File: src/rtl/pong_game_ctrl.sv
// pong_game_ctrl: match sequencer for the pong datapath.
// Tracks match state (idle, serve countdown, rally, point pause, game over)
// and both scores. It drives the ball enable/recenter controls, timing
// everything in video frames derived from vsync.
//
// Ports:
//   clk, reset              pixel clock, synchronous active-high reset
//   vsync                   vertical sync, rising edge = one frame tick
//   start                   debounced start button level
//   miss_left, miss_right   ball passed left / right paddle
//   ball_enable, ball_reset ball motion enable / hold-at-centre
//   serve_dir               0 = serve left, 1 = serve right
//   score1, score2          player scores
//   game_over, winner       match finished / winning player (0 = p1, 1 = p2)
//   state                   current FSM state (debug)
module pong_game_ctrl #(
  parameter int SERVE_FRAMES = 60,
  parameter int POINT_FRAMES = 30,
  parameter int WIN_SCORE    = 7
) (
  input  logic       clk,
  input  logic       reset,
  input  logic       vsync,
  input  logic       start,
  input  logic       miss_left,
  input  logic       miss_right,
  output logic       ball_enable,
  output logic       ball_reset,
  output logic       serve_dir,
  output logic [3:0] score1,
  output logic [3:0] score2,
  output logic       game_over,
  output logic       winner,
  output logic [2:0] state
);

  localparam int MAXF = (SERVE_FRAMES > POINT_FRAMES) ? SERVE_FRAMES : POINT_FRAMES;
  localparam int CW   = (MAXF > 1) ? $clog2(MAXF) : 1;
  localparam logic [CW-1:0] SERVE_LD = CW'(SERVE_FRAMES - 1);
  localparam logic [CW-1:0] POINT_LD = CW'(POINT_FRAMES - 1);
  localparam logic [3:0]    WIN      = 4'(WIN_SCORE);

  typedef enum logic [2:0] {
    S_IDLE  = 3'd0,
    S_SERVE = 3'd1,
    S_PLAY  = 3'd2,
    S_POINT = 3'd3,
    S_OVER  = 3'd4
  } state_e;

  state_e        state_q, state_d;
  logic [CW-1:0] cnt_q, cnt_d;
  logic [3:0]    score1_q, score1_d, score2_q, score2_d;
  logic          dir_q, dir_d;
  logic          winner_q, winner_d;
  logic          ball_enable_q, ball_reset_q, game_over_q;
  logic          vsync_q, start_q;
  logic          tick_q, start_edge_q;

  // Edge pulses are registered so the FSM sees a clean one-cycle event.
  // start_q tracks start even during reset: a button held through reset
  // must not look like a fresh press once reset drops.
  always_ff @(posedge clk) begin
    start_q <= start;
    if (reset) begin
      vsync_q       <= 1'b0;
      tick_q        <= 1'b0;
      start_edge_q  <= 1'b0;
      state_q       <= S_IDLE;
      cnt_q         <= '0;
      score1_q      <= 4'd0;
      score2_q      <= 4'd0;
      dir_q         <= 1'b0;
      winner_q      <= 1'b0;
      ball_enable_q <= 1'b0;
      ball_reset_q  <= 1'b1;
      game_over_q   <= 1'b0;
    end else begin
      vsync_q       <= vsync;
      tick_q        <= vsync & ~vsync_q;
      start_edge_q  <= start & ~start_q;
      state_q       <= state_d;
      cnt_q         <= cnt_d;
      score1_q      <= score1_d;
      score2_q      <= score2_d;
      dir_q         <= dir_d;
      winner_q      <= winner_d;
      ball_enable_q <= (state_d == S_PLAY);
      ball_reset_q  <= (state_d == S_IDLE) || (state_d == S_SERVE) || (state_d == S_OVER);
      game_over_q   <= (state_d == S_OVER);
    end
  end

  always_comb begin
    state_d  = state_q;
    cnt_d    = cnt_q;
    score1_d = score1_q;
    score2_d = score2_q;
    dir_d    = dir_q;
    winner_d = winner_q;
    unique case (state_q)
      S_IDLE, S_OVER: begin
        if (start_edge_q) begin
          score1_d = 4'd0;
          score2_d = 4'd0;
          dir_d    = 1'b0;
          cnt_d    = SERVE_LD;
          state_d  = S_SERVE;
        end
      end
      S_SERVE: begin
        if (tick_q) begin
          if (cnt_q == '0) state_d = S_PLAY;
          else             cnt_d   = cnt_q - 1'b1;
        end
      end
      S_PLAY: begin
        // Frame ticks have no effect here; only misses move the FSM.
        if (miss_left || miss_right) begin
          cnt_d   = POINT_LD;
          state_d = S_POINT;
          if (miss_left && !miss_right) begin
            score2_d = score2_q + 4'd1;
            dir_d    = 1'b0;
            if (score2_q + 4'd1 == WIN) begin
              state_d  = S_OVER;
              winner_d = 1'b1;
            end
          end else if (miss_right && !miss_left) begin
            score1_d = score1_q + 4'd1;
            dir_d    = 1'b1;
            if (score1_q + 4'd1 == WIN) begin
              state_d  = S_OVER;
              winner_d = 1'b0;
            end
          end else begin
            // Simultaneous misses: nobody scores, serve side flips.
            dir_d = ~dir_q;
          end
        end
      end
      S_POINT: begin
        if (tick_q) begin
          if (cnt_q == '0) begin
            cnt_d   = SERVE_LD;
            state_d = S_SERVE;
          end else begin
            cnt_d = cnt_q - 1'b1;
          end
        end
      end
      default: state_d = S_IDLE;
    endcase
  end

  assign state       = state_q;
  assign ball_enable = ball_enable_q;
  assign ball_reset  = ball_reset_q;
  assign serve_dir   = dir_q;
  assign score1      = score1_q;
  assign score2      = score2_q;
  assign game_over   = game_over_q;
  assign winner      = winner_q;

endmodule

File: config.mk
export PLATFORM = sky130hd
export DESIGN_NAME = pong_game_ctrl
export DESIGN_NICKNAME = d
export VERILOG_FILES = /design/src/rtl/pong_game_ctrl.sv
export SDC_FILE = /design/constraint.sdc
export NUM_CORES = 1
export LEC_CHECK = 0
export CAP_MARGIN = 20
export CORE_UTILIZATION = 56
export CTS_CLUSTER_SIZE = 20
export DETAILED_ROUTE_END_ITERATION = 8
export DONT_BUFFER_PORTS = 1
export PLACE_DENSITY = 0.74
export SYNTH_ARGS = -nofsm -noshare
export SYNTH_HDL_FRONTEND = slang
export SYNTH_SLANG_ARGS = --single-unit
File: constraint.sdc
create_clock -name clk -period 2 [get_ports clk]
set_clock_uncertainty 0.1 [all_clocks]
set_input_delay 0.4 -clock clk [delete_from_list [all_inputs] [get_ports clk]]
set_output_delay 0.4 -clock clk [all_outputs]
set_load 0.05 [all_outputs]
* Yosys cells after proc, flatten, opt, wreduce, memory -nomap -nowiden
Cells that the tools add are included.
** Operators by class
- Eq/ne operators :: 18
- Reductions and logical operators :: 20
- Multiplexer cells :: 35
- Add/sub/neg operators :: 3
- Bitwise logic cells :: 5
** Operator list (number)
- two-way mux 6 bit :: 6
- two-way mux 3 bit :: 10
- two-way mux 4 bit :: 6
- one-hot mux 6 bit (4 select lines) :: 1
- != test 2 bit (second input constant) :: 8
- one-hot mux 4 bit (2 select lines) :: 2
- one-hot mux 3 bit (4 select lines) :: 1
- AND reduction 5 bit :: 2
- equality test 3 x 2 -> 1 bit (second input constant) :: 3
- adder 4 x 1 -> 4 bit (second input constant) :: 2
- equality test 4 x 3 -> 1 bit (second input constant) :: 2
- two-way mux 1 bit :: 8
- equality test 3 x 1 -> 1 bit (second input constant) :: 2
- equality test 3 bit (second input constant) :: 2
- logical NOT 3 bit :: 2
- logical NOT 6 bit :: 1
- AND reduction 6 bit :: 1
- nonzero test 2 bit :: 3
- subtractor 6 x 1 -> 6 bit (second input constant) :: 1
- AND reduction 4 bit :: 1
- nonzero test 4 bit :: 1
- logical OR 1 bit :: 3
- NOT 1 bit :: 3
- AND reduction 3 bit :: 1
- other kinds (6) :: 9
** Storage, ports and cells
- Output and inout port bits :: 16
- Flip-flop bits (word level) :: 26
- Input bits :: 6

* Logic depth before layout (Yosys ltp)
- Word-level depth :: 10
- Mapped depth :: 8
- Depth with buffers taken out :: 8

* Worst setup path before layout
Ideal clock, no wire load.
- Path kind :: reg-to-reg
- Start :: register score1_q[1], in the netlist score1[1]
- End :: register ball_enable_q, in the netlist ball_enable
- Data arrival time :: 1.863 ns
- Library setup time :: 0.128 ns
- Setup slack :: -0.090 ns
- Cell stages (with the launch flop) :: 8
- Clock period less this slack :: 2.090 ns
- Buffers on the path :: 0
- Required time :: 1.772 ns
- Cell sequence :: dfxtp_1 ha_1 or3b_1 o41ai_1 a2bb2oi_1 o21a_2 inv_2 a211oi_2
** Between the ends
- Longest elaborated chain between the ends :: 8
** RTL lines
- start, declared :: line 53 : logic [3:0] score1_q, score1_d, score2_q, score2_d;
- start signal, assigned :: line 84 : score1_q <= score1_d;
- adder 4 x 1 -> 4 bit :: line 132 : if (score1_q + 4'd1 == WIN) begin
- equality test 4 x 3 -> 1 bit :: line 132
- two-way mux 3 bit :: line 132
- two-way mux 3 bit :: line 129 : end else if (miss_right && !miss_left) begin
- two-way mux 3 bit :: line 122 : if (miss_left && !miss_right) begin
- two-way mux 3 bit :: line 119 : if (miss_left || miss_right) begin
- one-hot mux 3 bit (4 select lines) :: line 101 : unique case (state_q)
- equality test 3 x 2 -> 1 bit :: line 88 : ball_enable_q <= (state_d == S_PLAY);
- end signal, assigned :: line 88
- end, declared :: line 56 : logic ball_enable_q, ball_reset_q, game_over_q;
Every way passes these cells.
A chain may end at the register's enable or synchronous reset.

* Worst setup path in the final report
- Start :: register cnt_q[0]
- End :: register ball_enable_q, in the netlist ball_enable
** Between the ends
- Longest elaborated chain between the ends :: 5
- Elaborated cells between the ends (all ways) :: 7
** RTL lines
- start, declared :: line 52 : logic [CW-1:0] cnt_q, cnt_d;
- start signal, assigned :: line 83 : cnt_q <= cnt_d;
- logical NOT 6 bit (*) :: line 113, 144
- two-way mux 3 bit (on tied branches) :: line 144, 113
- two-way mux 3 bit (on tied branches) :: line 143, 112
- one-hot mux 3 bit (4 select lines) (*) :: line 101
- equality test 3 x 2 -> 1 bit (*) :: line 88
Mark *: on every way between the ends. The rest lies on a longest branch, timed or not.

==> results.txt <==
----------------------------------------------------
[Clock tree]
  Number of H-tree levels ... 1
  Clock buffers created by TritonCTS ... 3
  Clk_lat worst skew ... 0.33 ns
  CTS tree ... yes
  Number of buffers on the longest clock path ... 2
  CTS root buf ... clkbuf_4
  Clock transition at the registers of the reported paths ... 0.14 ns
  Clock sink count ... 26

[Power and ir drop]
  Leakage ... approximately 0.73 nW
  Pwr per Cell Area ... about 550 mW/mm2
  Maximum resistive drop on vdd ... 0.534 mV
  Total power ... a little under 0.001 W

[Global routing]
  Number of antenna violations at the first check in global routing ... 0
  Gr usage total ... 26.1%
  Met2 Resource Use GR ... about two fifths
  First-pass GRT wire length ... around 5.3 mm
  GRT busiest layer ... met2
  Maximum number of pins on one net before global-route repair ... 14
  Overall overflow remaining after global route ... 0
  Via count of the first global-routing pass ... 1215
  Met1 capacity usage during global routing ... about 33%
  M3 GR Usage ... between 4 and 5%

[Detailed routing]
  Post-detailed-route via-to-cell ratio ... roughly 6
  Count of nets left with antenna violations after detail routing ... 0
  Number of remaining DRC errors ... 0
  DR iter-0 viols ... 54
  Total detailed-routing wirelength ... 3.47 mm
  Vias ... between 1000 and 1500
  Number of iterations in the first detailed-routing pass ... 4
  Average routed wire per standard cell ... ~15 um

[Synth]
  Most instantiated library cell after synthesis ... dfxtp_1
  Register bit count reported by yosys ... 26
  Synth warn ... 0
  Post-synth EDFFs ... 0
  Post-synth net total ... approximately 190
  Post-synth top area share ... a little over a third
  Leading register cell type out of synthesis ... dfxtp_1
  Top cell types by occurrence after synthesis ... dfxtp_1 (26), nor2_1 (22), nand2_1 (12), inv_1 (11), a21oi_1 (10)
  Average cell area after synthesis ... 8.25 um2
  Asr flop ratio synth ... 0%
  Synthesized instance count ... 178
  Summed instance area of the synthesized netlist ... around 0.0015 mm2
  Most area-hungry cell type in the Yosys netlist ... dfxtp_1
  Fraction of the yosys area taken by sequential cells ... 35.4%
  Number of different library cells in the post-synthesis netlist ... 44
  Largest cells by area after synthesis ... dfxtp_1 (35%), ha_1 (6.8%), nor2_1 (5.6%)

[Worst setup path]
  Top fanout value on the critical path ... 3
  Crit start category ... flop
  Endpoint class of the critical path ... flop
  Critical Setup Path Class ... reg2reg
  Arr. time, crit path ... between 2 and 2.5 ns
  Endpoint required time on the critical path ... 2.16 ns

[Timing]
  Pins Over Slew Limit ... 0
  Final hold slack ... 0.0205 ns
  Worst-margin pin slew ... between 0.5 and 0.6 ns
  Total negative setup slack ... 0 ns
  Final Hold Viols ... 0
  Share of the clock period used by the worst path ... approximately 99%
  Normalized max-slew margin ... between 60% and 70%
  Min Tclk post-route ... ~2.0 ns
  Number of failing setup endpoints in the final timing report ... 0
  RSZ-0062 raised after global routing ... yes
  FMAX ... just over 500 MHz

[Placed design]
  Cells after DPL ... 228
  Number of port buffers ... 0
  Detailed placer's ending HPWL ... between 2 and 2.5 mm
  Weighted congestion reported at the end of routability-driven placement ... between 0.8 and 0.9

[Floorplan]
  Core Footprint ... around 0.0025 mm2
  Horizontal extent of the die ... ~53 um
  Area of the die ... roughly 0.0028 mm2
  Boundary pin count ... 22
  Y dimension of the die ... between 50 and 60 um
  Starting Density ... 59.3%
  Cell Rows ... 18

[Final layout]
  Nets@finish ... 222
  Fraction of layout instances using a drive strength above 1 ... approximately a quarter
  Ant. Diodes ... 0
  Fillers ... about 200
  Syn-to-layout area delta ... 21.6%
  Number of cells in the finished layout apart from fillers ... approximately 240

[Worst hold path]
  Path class of the lowest-slack min-delay path ... in2reg

[Outcome]
  Run status ... finished, final reports clean

[Job]
  Max-capacitance violation count ... 0

----------------------------------------------------
## area by class of cell
class / instances / area, um2 / area share [%]
Inverter: 12 / 45.0 / 2.52
Timing Repair Buffer: 32 / 250 / 14.0
Clock buffer: 3 / 22.5 / 1.26
Multi-Input combinational cell: 133 / 903 / 50.6
Tap cell: 30 / 37.5 / 2.10
Sequential cell: 26 / 528 / 29.6
## kinds of logic (layout without fill, tap and decap cells)
| kind of cell | after synthesis | in the layout | synth area share [%] |
|---|---|---|---|
| AOI/OAI and AO/OA | 49 | 49 | 22.6 |
| adders and majority gates | 8 | 8 | 6.81 |
| buffers and inverters | 19 | 47 | 4.94 |
| DFF | 26 | 26 | 35.4 |
| muxes | 5 | 5 | 3.49 |
| and+or+nand+nor | 71 | 71 | 26.7 |
## per-stage QoR
step / setup WS [ns] / instance area, um2 / utilization, %
CTS: 0.0167 / 1740 / 70.3
global placement: 0.0525 / 1690 / 68.1
global route: -0.0698 / 1790 / 72.1
floorplan: -0.00532 / 1470 / -
detailed placement: -0.0105 / 1690 / 68.1
finish: 0.0163 / 1790 / 72.1
## placed cells by master, fill, tap and decap left out, types with 6 or more instances in the layout
| cell | instances |
|---|---|
| buf_4 | 28 |
| nand2_1 | 12 |
| nor2b_1 | 8 |
| nor2_1 | 22 |
| a21oi_1 | 10 |
| dfxtp_2 | 6 |
| ha_1 | 7 |
| o21ai_1 | 7 |
| dfxtp_1 | 20 |
| inv_1 | 9 |
## final timing paths
path / from / end / slack, ns / cells after the start
min: reset / game_over / 0.02 / 1
min reg2reg: vsync_q / tick_q / 0.30 / 1
max reg2reg: cnt_q[0] / ball_enable / 0.02 / 8
max: cnt_q[0] / ball_enable / 0.02 / 8
## sequential cells by signal (all words and copies together) (netlist names)
signal	count
cnt_q	6
score1	4
score2	4
state	3
ball_enable	1
ball_reset	1
game_over	1
serve_dir	1
start_edge_q	1
start_q	1
tick_q	1
vsync_q	1
winner	1
## what timing repair did
action                                 4_1_cts  5_1_grt
resized for setup                            1        8
endpoints found under the hold margin       12        3
pin swaps                                    2        0
setup endpoints to repair                    1        7
hold buffers                                 3        1
setup buffers                                0        1
## routing by layer
| layer | part of all wire (%) | vias up |
|---|---|---|
| li1 | - | 700 |
| met1 | 48 | 661 |
| met2 | 44 | 48 |
| met3 | 6.1 | 9 |
| met4 | 2.5 | 0 |
| met5 | 0 | - |
## critical path, cell delays in order, from the launching register on
cell and delay, ns:
dfxtp_2 0.35, inv_2 0.06, ha_4 0.13, or3b_4 0.40
or3b_4 0.39, a31oi_1 0.14, o21a_2 0.17, inv_2 0.04
a211oi_2 0.13
## where the power goes
part | total (W) | leakage [nW] | internal (W) | switching [W]
Sequential | 0.000555 | 0.214 | 0.000535 | 0.0000204
Clock | 0.000226 | 0.0138 | 0.0000709 | 0.000155
Combinational | 0.000194 | 0.506 | 0.0000912 | 0.000103
Power figures use the tool's default switching activity.
